`src/rtl/mem_arb_pkg.sv`:
```
// Shared types for the unified-memory arbiter: FSM states, requester ids and
// the byte-to-word address offset.
package mem_arb_pkg;
  typedef enum logic {ST_IDLE, ST_BUSY} arb_state_t;
  typedef enum logic {REQ_I, REQ_D} req_id_t;
  localparam int WORD_OFF = 2;
endpackage

```
`src/rtl/rr_arb2.sv`:
```
// Two-way round-robin arbiter. Bit 0 is the fetch port, bit 1 the load/store port.
// On a tie the port that did not win last time is granted.
module rr_arb2
  import mem_arb_pkg::*;
(
  input  logic [1:0] req,
  input  logic       grant_en,
  input  logic       rr_last,
  output logic [1:0] gnt
);

  always_comb begin
    gnt = 2'b00;
    if (grant_en) begin
      if (req == 2'b11) gnt = (rr_last == REQ_I) ? 2'b10 : 2'b01;
      else              gnt = req;
    end
  end

endmodule

```
`src/rtl/mem_arbiter.sv`:
```
// Shares one single-port unified memory between the core's fetch and load/store
// ports: round-robin grant, one outstanding access, fixed-latency response.
module mem_arbiter
  import mem_arb_pkg::*;
#(
  parameter int ADDR_W  = 32,
  parameter int DATA_W  = 32,
  parameter int MEM_LAT = 1,
  parameter int CNT_W   = 16
) (
  input  logic                  clk,
  input  logic                  rst,
  input  logic                  i_req_valid,
  output logic                  i_req_ready,
  input  logic [ADDR_W-1:0]     i_addr,
  output logic                  i_resp_valid,
  output logic [DATA_W-1:0]     i_rdata,
  input  logic                  d_req_valid,
  output logic                  d_req_ready,
  input  logic [DATA_W/8-1:0]   d_we,
  input  logic [ADDR_W-1:0]     d_addr,
  input  logic [DATA_W-1:0]     d_wdata,
  output logic                  d_resp_valid,
  output logic [DATA_W-1:0]     d_rdata,
  output logic                  mem_en,
  output logic [DATA_W/8-1:0]   mem_we,
  output logic [ADDR_W-3:0]     mem_addr,
  output logic [DATA_W-1:0]     mem_wdata,
  input  logic [DATA_W-1:0]     mem_rdata,
  output logic [CNT_W-1:0]      conflict_cnt
);

  localparam int LAT_W = (MEM_LAT > 1) ? $clog2(MEM_LAT) : 1;

  arb_state_t       state, state_nxt;
  req_id_t          owner, rr_last;
  logic             owner_st;
  logic [LAT_W-1:0] lat_cnt;
  logic [1:0]       gnt;
  logic             grant_en, any_gnt, resp_fire, both_valid;
  logic             unused_addr_lsb;

  // Alignment is guaranteed by the core; the byte offset bits are dropped.
  assign unused_addr_lsb = ^{i_addr[WORD_OFF-1:0], d_addr[WORD_OFF-1:0]};

  // Grants are suppressed while reset is high so every strobe reads 0 in that cycle.
  assign grant_en   = (state == ST_IDLE) && !rst;
  assign any_gnt    = |gnt;
  assign both_valid = i_req_valid && d_req_valid;
  assign resp_fire  = (state == ST_BUSY) && (lat_cnt == '0) && !rst;

  rr_arb2 u_rr (
    .req      ({d_req_valid, i_req_valid}),
    .grant_en (grant_en),
    .rr_last  (rr_last),
    .gnt      (gnt)
  );

  always_comb begin
    state_nxt    = state;
    i_req_ready  = gnt[REQ_I];
    d_req_ready  = gnt[REQ_D];
    mem_en       = any_gnt;
    mem_we       = '0;
    mem_addr     = '0;
    mem_wdata    = '0;
    i_resp_valid = 1'b0;
    d_resp_valid = 1'b0;
    i_rdata      = '0;
    d_rdata      = '0;

    if (gnt[REQ_D]) begin
      mem_we    = d_we;
      mem_addr  = d_addr[ADDR_W-1:WORD_OFF];
      mem_wdata = d_wdata;
    end else if (gnt[REQ_I]) begin
      mem_addr  = i_addr[ADDR_W-1:WORD_OFF];
    end

    if (resp_fire) begin
      if (owner == REQ_I) begin
        i_resp_valid = 1'b1;
        i_rdata      = mem_rdata;
      end else begin
        d_resp_valid = 1'b1;
        // Store completions carry no data.
        d_rdata      = owner_st ? '0 : mem_rdata;
      end
    end

    case (state)
      ST_IDLE: if (any_gnt) state_nxt = ST_BUSY;
      ST_BUSY: if (lat_cnt == '0) state_nxt = ST_IDLE;
      default: state_nxt = ST_IDLE;
    endcase
  end

  always_ff @(posedge clk) begin
    if (rst) begin
      state        <= ST_IDLE;
      owner        <= REQ_I;
      rr_last      <= REQ_I;
      owner_st     <= 1'b0;
      lat_cnt      <= '0;
      conflict_cnt <= '0;
    end else begin
      state <= state_nxt;
      if (any_gnt) begin
        owner    <= gnt[REQ_D] ? REQ_D : REQ_I;
        rr_last  <= gnt[REQ_D] ? REQ_D : REQ_I;
        owner_st <= gnt[REQ_D] && (|d_we);
        lat_cnt  <= LAT_W'(MEM_LAT - 1);
      end else if (state == ST_BUSY && lat_cnt != '0) begin
        lat_cnt  <= lat_cnt - LAT_W'(1);
      end
      if (state == ST_IDLE && both_valid && conflict_cnt != {CNT_W{1'b1}})
        conflict_cnt <= conflict_cnt + CNT_W'(1);
    end
  end

endmodule

```
`config.mk`:
```
export PLATFORM = sky130hd
export DESIGN_NAME = mem_arbiter
export DESIGN_NICKNAME = d
export VERILOG_FILES = /design/src/rtl/mem_arb_pkg.sv /design/src/rtl/rr_arb2.sv /design/src/rtl/mem_arbiter.sv
export SDC_FILE = /design/constraint.sdc
export NUM_CORES = 1
export LEC_CHECK = 0
export CORE_AREA = 3 3 109 111
export CTS_CLUSTER_DIAMETER = 60
export DETAILED_ROUTE_END_ITERATION = 10
export DIE_AREA = 0 0 112 114
export PLACE_DENSITY_LB_ADDON = 0.05
export SLEW_MARGIN = 20
export SYNTH_ARGS = -nofsm -noshare
export SYNTH_HDL_FRONTEND = slang
export SYNTH_HIERARCHICAL = 1
export SYNTH_SLANG_ARGS = --single-unit
```
`constraint.sdc`:
```
create_clock -name clk -period 2.3 [get_ports clk]
set_clock_uncertainty 0.1 [all_clocks]
set_input_delay 0.345 -clock clk [delete_from_list [all_inputs] [get_ports clk]]
set_output_delay 0.345 -clock clk [all_outputs]
set_load 0.02 [all_outputs]
```
=== After elaboration in Yosys (flattened, before gate mapping) ===
Cells that the tools add are included.

* Flip-flop bits (word level): 20
* Word-level logic and storage cells: 43

* Muxes and demuxes: 20
* Add/subtract/negate cells: 2
* Reductions and logical operators: 12
* Bitwise gates (word level): 2
* Equal/unequal tests: 2

{| class="wikitable"
|+ Operators by type and width
! kind !! number
|-
| 32-bit two-way mux || 6
|-
| 30-bit two-way mux || 2
|-
| 16-bit by 1-bit adder with 16-bit output, second input constant || 1
|-
| 16-bit inequality test, second input constant || 1
|-
| 1-bit logical AND || 8
|-
| 1-bit two-way mux || 7
|-
| 2-bit two-way mux || 3
|-
| 4-bit two-way mux || 1
|-
| 4-bit OR reduction || 1
|-
| 3-bit OR reduction || 1
|-
| 2-bit equality test, second input constant || 1
|-
| 1-bit NOT || 2
|-
| 1-bit one-hot mux with 2 select lines || 1
|-
| 2-bit OR reduction || 1
|-
| 1-bit zero test || 1
|-
| 1-bit subtractor, second input constant || 1
|}

=== Longest topological paths before layout ===
* Depth in word-level cells: 6
* Gate-level depth with buffers: 9
* Gate-level depth less buffers: 7

=== Hierarchy ===
Netlist, hierarchy kept.

{| class="wikitable"
|+ By module, submodules not included
! module !! times used !! area an instance (sq um) !! sequential area each (sq um) !! cells each
|-
| mem_arbiter || 1 || 2004.4 || 400.4 || 269
|-
| rr_arb2 || 1 || 21.3 || 0.0 || 5
|}

=== Worst setup path before layout ===
Ideal clock, no wire load.

* Path type: register -> output
* Start: reg state
* End: out mem_addr[0]
* Data required time: 1.855 ns
* Path slack: 0.046 ns
* Path buffers: 1
* Cell stages (with the launch flop): 8
* Arrival: 1.809 ns
* Cells stage by stage: dfxtp_1 -> nor2_1 -> nand2_1 -> a21oi_1 -> inv_1 -> nor2_1 -> clkbuf_1 -> a22o_1

* Longest elaborated chain between the ends: 5

{| class="wikitable"
|+ Ends and longest elaborated chain
! what !! RTL line !! text
|-
| start, declared || mem_arbiter.sv:35 || <nowiki>arb_state_t state, state_nxt;</nowiki>
|-
| start signal, assigned || mem_arbiter.sv:107 || <nowiki>state <= state_nxt;</nowiki>
|-
| 1-bit NOT || - ||
|-
| 1-bit logical AND || mem_arbiter.sv:47 || <nowiki>assign grant_en = (state == ST_IDLE) && !rst;</nowiki>
|-
| via grant_en || mem_arbiter.sv:40 || <nowiki>logic grant_en, any_gnt, resp_fire, both_valid;</nowiki>
|-
| 2-bit two-way mux || rr_arb2.sv:14 || <nowiki>if (grant_en) begin</nowiki>
|-
| via i_req_ready || mem_arbiter.sv:14 || <nowiki>output logic i_req_ready,</nowiki>
|-
| 30-bit two-way mux || mem_arbiter.sv:76 || <nowiki>end else if (gnt[REQ_I]) begin</nowiki>
|-
| 30-bit two-way mux || mem_arbiter.sv:72 || <nowiki>if (gnt[REQ_D]) begin</nowiki>
|-
| end, declared || mem_arbiter.sv:27 || <nowiki>output logic [ADDR_W-3:0] mem_addr,</nowiki>
|}

The timed path passes the listed nets, and every way through them passes these cells.

=== Worst setup path in the final report ===
* Start: in rst
* End: out i_rdata[2]

* Longest elaborated chain between the ends: 3

{| class="wikitable"
|+ Ends and longest elaborated chain
! what !! RTL line !! text
|-
| start, declared || mem_arbiter.sv:12 || <nowiki>input logic rst,</nowiki>
|-
| 1-bit zero test || mem_arbiter.sv:50 || <nowiki>assign resp_fire = (state == ST_BUSY) && (lat_cnt == '0) && !rst;</nowiki>
|-
| 1-bit logical AND || mem_arbiter.sv:50 ||
|-
| 32-bit two-way mux || mem_arbiter.sv:80 || <nowiki>if (resp_fire) begin</nowiki>
|-
| end, declared || mem_arbiter.sv:17 || <nowiki>output logic [DATA_W-1:0] i_rdata,</nowiki>
|}

Every way passes these cells.

==> impl_metrics.env <==
export IMPL_fillCellCount=1149
export IMPL_ys_seq_area_share_pct=19.77
export IMPL_synth_edff_count=0
export IMPL_cts_tree="done"
export IMPL_layout_cells_non_filler=708
export IMPL_cp_endpoint="i_rdata[2]"
export IMPL_fin_crit_sh_pct=97.19
export IMPL_synth_async_reset_ratio_pct=0
export IMPL_grt_ovfl_total=0
export IMPL_fp_dieH_um=114
export IMPL_synth_top_area_share_pct=30.88
export IMPL_hp_class="flip-flop to flip-flop"
export IMPL_synth_area_leaders="and2_1, dfxtp_1, a22o_1"
export IMPL_firstDrtPassIters=4
export IMPL_worst_r2r_setup_slack_ns=0.46
export IMPL_max_stage_delay_ns=0.32
export IMPL_slew_viol_final=0
export IMPL_die_w_um=112
export IMPL_drt_initial_drc_count=136
export IMPL_maxSlewHeadroom_pct=72.21
export IMPL_synth_area_sq_um=2026
export IMPL_powerDensity_nw_per_um2=258.0
export IMPL_p_switching_uw=411.8
export IMPL_synthDistinctLibCells=39
export IMPL_path_buf_inv=4
export IMPL_p_comb_share_pct=50.4
export IMPL_antenna_found_initial=0
export IMPL_peakVddDrop_v=0.0001600
export IMPL_worstSetupPathType="primary input to output pin"
export IMPL_crit_chain="dlygate4sd2_1 > buf_12 > nor4b_4 > buf_6 > and2_1 > dlygate4sd2_1"
export IMPL_final_nets=706
export IMPL_port_buffers=282
export IMPL_start_kind="primary input"
export IMPL_syn_num_nets=411
export IMPL_synth_seq_cells=20
export IMPL_cts_buffer_depth=2
export IMPL_numCtsBuffers=3
export IMPL_htreeDepth=1
export IMPL_mostFrequentLayoutCells="clkdlybuf4s50_1, and2_1, buf_2"
export IMPL_routed_top_layer="met4"
export IMPL_finalCriticalPeriod_ns=2.235
export IMPL_post_place_cells=696
export IMPL_drt_total_wl_mm=12.75
export IMPL_viasPerCell=4.476
export IMPL_power_frac_clock_pct=21.7
export IMPL_grt_first_pass_wirelength_mm=18.53
export IMPL_crit_top_cell="dlygate4sd2_1"
export IMPL_clockRootBuffer="clkbuf_8"
export IMPL_worst_pin_slew_ns=0.4115
export IMPL_syn_avg_cell_area_sq_um=7.393
export IMPL_antenna_cells=0
export IMPL_routed_wl_met3_mm=1.294
export IMPL_cts_clk_slew_worst_paths_ns=0.08
export IMPL_pwr_share_seq_pct=27.9
export IMPL_status="finished, final reports clean"
export IMPL_area_growth_pct=146.0
export IMPL_startpoint="rst"
export IMPL_swShare_pct=32.03
export IMPL_synth_compound_area_share_pct=23.53
export IMPL_antenna_left=0
export IMPL_track_usage_pct=18.05
export IMPL_synth_top_family_by_area="simple AND/OR/NAND/NOR gates"
export IMPL_cts_sink_count=20
export IMPL_maxCapViolCount=0
export IMPL_rows=38
export IMPL_fin_util_pct=45.77
export IMPL_wl_per_cell_um=18.00
export IMPL_grt_max_degree=33
export IMPL_cts_hold_buf=0
export IMPL_regToRegStartpoint="conflict_cnt[0]"
export IMPL_p_leak_nw=2.191
export IMPL_wl_met2_mm=6.599
export IMPL_syn_instance_count=274
export IMPL_p_int_uw=874.1
export IMPL_crit_family="buffers and inverters"
export IMPL_vias=3169
export IMPL_drive_gt1_share_pct=31.16
export IMPL_dieArea_sq_um=12770
export IMPL_drt_met1_wl_mm=4.818
export IMPL_critPathMaxFanout=22
export IMPL_final_common_cell="clkdlybuf4s50_1"
export IMPL_hpwlAfterDp_mm=10.29
export IMPL_cp_num_cells=6
export IMPL_route_detailed_drc=0
export IMPL_synthMuxAreaShare_pct=1.112
export IMPL_yosys_warnings=6
export IMPL_gp_congestion=0.8787
export IMPL_cp_required_ns=1.86
export IMPL_synth_adder_area_share_pct=0.6177
export IMPL_hold_viol=0
export IMPL_insertion_delay_ns=0.26
export IMPL_start_util_pct=18.60
export IMPL_cpMaxStageDelayCell="nor4b_4"
export IMPL_fmax_mhz=447.3
export IMPL_grt_pass1_vias=3176
export IMPL_rr_worst_depth=6
export IMPL_synth_xor_area_share_pct=0.4324
export IMPL_cp_end_kind="output pin"
export IMPL_core_area_sq_um=10890
export IMPL_synth_simple_area_share_pct=48.61
export IMPL_arrival_ns=1.79
export IMPL_yosys_area_top_type="and2_1"
export IMPL_io_pins=287
export IMPL_r2r_end="conflict_cnt[7]"
export IMPL_finalSetupViolCount=0
export IMPL_synthFlopType="dfxtp_1"
==> per-layer routing <==
metal,track usage (%),up-vias
met5,0,-
met3,7.374,2
met4,1.763,0
li1,-,1563
met1,20.56,1438
met2,32.93,166
==> what timing repair did <==
| item | CTS | global route |
|---|---|---|
| gates resized for setup | 407 | 71 |
| setup endpoints to repair | 134 | 102 |
| cloned | 1 | 2 |
| hold endpoints to repair | 0 | 0 |
| pin swaps | 1 | 1 |
| setup buffers | 3 | 3 |
==> state kept, by name, summed over array words and instances, names as in the netlist <==
name          flops
conflict_cnt     16
lat_cnt           1
owner_st          1
rr_last           1
state             1
==> synth_stat cells, drive strengths merged (3+ instances only) <==
| cell type | n |
|---|---|
| or3 | 4 |
| a211oi | 3 |
| clkbuf | 19 |
| nor2b | 3 |
| buf | 3 |
| o21ai | 5 |
| o31ai | 4 |
| or4 | 5 |
| a21oi | 17 |
| dfxtp | 20 |
| nand3 | 8 |
| nand4 | 5 |
| and2 | 100 |
| and3 | 3 |
| a22o | 30 |
| nand3b | 3 |
| nor2 | 14 |
| inv | 5 |
| nand2 | 5 |
==> worst min path at each step <==
stage               cells past startpoint                to             start
floorplan                               2          owner_st          owner_st
global placement                        2          owner_st          owner_st
detailed placement                      2          owner_st          owner_st
CTS                                     2  conflict_cnt[15]  conflict_cnt[15]
global route                            2  conflict_cnt[15]  conflict_cnt[15]
finish                                  2  conflict_cnt[15]  conflict_cnt[15]
==> logic make-up after synthesis <==
family,after synthesis
xor+xnor,1
compound gates,65
mux,2
buf+inv,27
flops,20
fa+ha+maj,1
simple gates,158
==> worst reg2reg max path: cells and delay by family, from the launching register on <==
family                     cells  cell delay (ns)
buffers and inverters          1             0.18
AOI/OAI and AO/OA              1             0.14
adders and majority gates      1             0.26
DFF                            1             0.36
and+or+nand+nor                3             0.74
==> area by class of cell <==
cell class                      count  area, sq um  share of cell area, %
Timing Repair Buffer              312         2783                  55.84
Clock buffer                        4        55.05                  1.105
Inverter                            5        18.77                 0.3766
Sequential cell                    20        401.6                  8.059
Multi-Input combinational cell    227         1550                  31.11
Tap cell                          140        175.2                  3.515
==> through the flow <==
step / area, sq um / setup WS, ns / power (mW) / TNS (ns) / hold slack, ns
after floorplan: 2026 / 0.04600 / 0.5979 / 0 / 0.3643
after global placement: 5145 / -0.5445 / 1.052 / -60.65 / 0.3875
after detailed placement: 5145 / -0.5732 / 1.054 / -62.60 / 0.3930
after CTS: 5116 / -0.02071 / 1.301 / -0.3299 / 0.4210
after global routing: 4984 / -0.008389 / 1.354 / -0.02199 / 0.4411
final: 4984 / 0.06459 / 1.286 / 0 / 0.4176
==> power groups by stage <==
stage | Combinational [mW] | Sequential [mW] | Clock, mW
floorplan | 0.232 | 0.366 | 0
global placement | 0.687 | 0.365 | 0
detailed placement | 0.689 | 0.365 | 0
CTS | 0.661 | 0.358 | 0.283
global route | 0.691 | 0.360 | 0.302
finish | 0.648 | 0.359 | 0.280
(Power assumes the default switching activity.)
==> RTL edit: new RTL, config.mk and constraints unchanged <==
Set the parameter `ADDR_W` to 48 (it was 32).
--- a/src/rtl/mem_arbiter.sv
+++ b/src/rtl/mem_arbiter.sv
@@ -5,3 +5,3 @@
 #(
-  parameter int ADDR_W  = 32,
+  parameter int ADDR_W  = 48,
   parameter int DATA_W  = 32,
Ports: changed (resized d_addr, i_addr and mem_addr); port bits go from 287 to 335. No check against the original RTL was run, so the function may have changed too.
==> RTL edit against the unedited design <==
Total power up 23%; synthesized area rose by 9.2%; non-clock buffer count is 53 higher; sequential cell count unchanged; largest power group unchanged; critical path depth increased by 3; synthesized cell count rose by 6.9%; combinational power up 32%; via count grew 11%; sequential power is essentially flat; core utilization rose by 7.3 points; first-iteration DRC count grew 1.5%; routed wire length up 34%; setup slack got worse by 24 ps; design area rose by 16%.
==> RTL edit: results (changes against the unedited design) <==
crit_start: "state"
fin_nets: 805  # +14%
met1_length_um: 7100  # +47%
drive_gt1_share_pct: 30.7  # -0.45 points
status: "finished, final reports clean"
io_buffers: 330  # +17%
cp-endpoint: "mem_addr[2]"
finalNonFillerCells: 777  # +9.7%
max_stage_delay_ps: 360  # +40 ps
synthDistinctLibCells: 37  # -5.1%
avgRoutedWirePerCell_um: 21.9  # +22%
highest_layer: "met5"
dpl_worst_slack_ps: -595  # -21.4 ps
hold_start: "rst"
synth_nets: 462  # +12%
antenna_found_initial: 3  # +3
clk_pin_slew_ps: 80  # about the same
relSlewSlack_pct: 69.5  # -2.8 points
grt_usage_pct: 24.6  # +6.5 points
fin_ws_ps: 40.2  # -24.3 ps
worst_ir_drop_vdd_mv: 0.230  # +44%
drt_iter0_drc: 138  # +1.5%
synthTopCellsByCount: "and2_1, a22o_1, clkbuf_1, dfxtp_1"
ff2ff_path_depth: 5  # -1
vias: 3520  # +11%
grt_max_degree: 23  # -30%
path_max_fanout: 15  # -32%
leakage_nw: 2.71  # +23%
crit_slowest_cell: "dfxtp_4"
syn_avg_cell_area_sq_um: 7.55  # +2.1%
hold_path_class: "input port to flop"
grt_pass1_wl_um: 23700  # +28%
met3_wirelength_um: 2060  # +59%
place_inst: 759  # +9.1%
synth_seq_area_share_pct: 18.1  # -1.7 points
hpwl_um: 14000  # +36%
regToRegSetupSlack_ps: 140  # -320 ps
yosys-top-cells-area: "and2_1, a22o_1, dfxtp_1"
gp_congestion: 0.874  # -0.58%
arrival_ps: 1810  # +20 ps
yosys_warnings: 6  # unchanged
rr_endpoint: "conflict_cnt[6]"
met2_length_um: 7750  # +17%
RTL edit: area by class of cell:
class,instances,area (sq um)
clock inverter,1,30.0
fill,1072,5110
inverter,4,15.0
clock buffer,3,41.3
tap,140,175
multi-input combinational,242,1800
timing repair buffer,365,3300
sequential,20,405
antenna,2,5.00
RTL edit: timing repair:
| action | in CTS | in global routing |
|---|---|---|
| resized for setup | 386 | 31 |
| setup buffers | 6 | 1 |
| cloned | 7 | 0 |
| hold endpoints to repair | 0 | 0 |
| pin swaps | 2 | 4 |
| endpoints found under the setup margin | 150 | 92 |
RTL edit: worst reg2reg max path, delay by kind of cell (launching register included):
kind          cells  cell delay (ps)
flops             1              430
mux               1              380
simple gates      3              940
fa+ha+maj         1              200
RTL edit: layer usage:
layer	GRT usage [%]	vias up
li1	-	1730
met1	31.8	1602
met2	38.4	174
met3	12.3	10
met4	2.16	4
met5	0	-
RTL edit: power by group:
group	leakage (nW)	internal [mW]	total (mW)	switching (mW)
Sequential	0.163	0.352	0.359	0.00782
Combinational	2.51	0.482	0.853	0.372
Clock	0.0357	0.233	0.366	0.133
RTL edit: stage by stage:
stage | area (sq um) | utilization (%)
final | 5780 | 53.1
after global routing | 5770 | 53.0
after CTS | 5760 | 52.9
after detailed placement | 5830 | 53.5
after global placement | 5830 | 53.5
after floorplan | 2290 | -
RTL edit: cells by family after synthesis:
group           count (synthesis)  synth area share, %
simple gates                  164                 47.6
compound gates                 70                 24.4
buf+inv                        31                 5.83
flops                          20                 18.1
mux                             7                 3.51
fa+ha+maj                       1                0.566
RTL edit: worst min path at each step:
stage                     endpoint  slack, ps  cells after the start
after floorplan           owner_st        360                      2
after CTS                 owner_st        420                      2
after global placement    owner_st        380                      2
after detailed placement  owner_st        380                      2
after global routing         state        360                      3
final                        state        330                      3
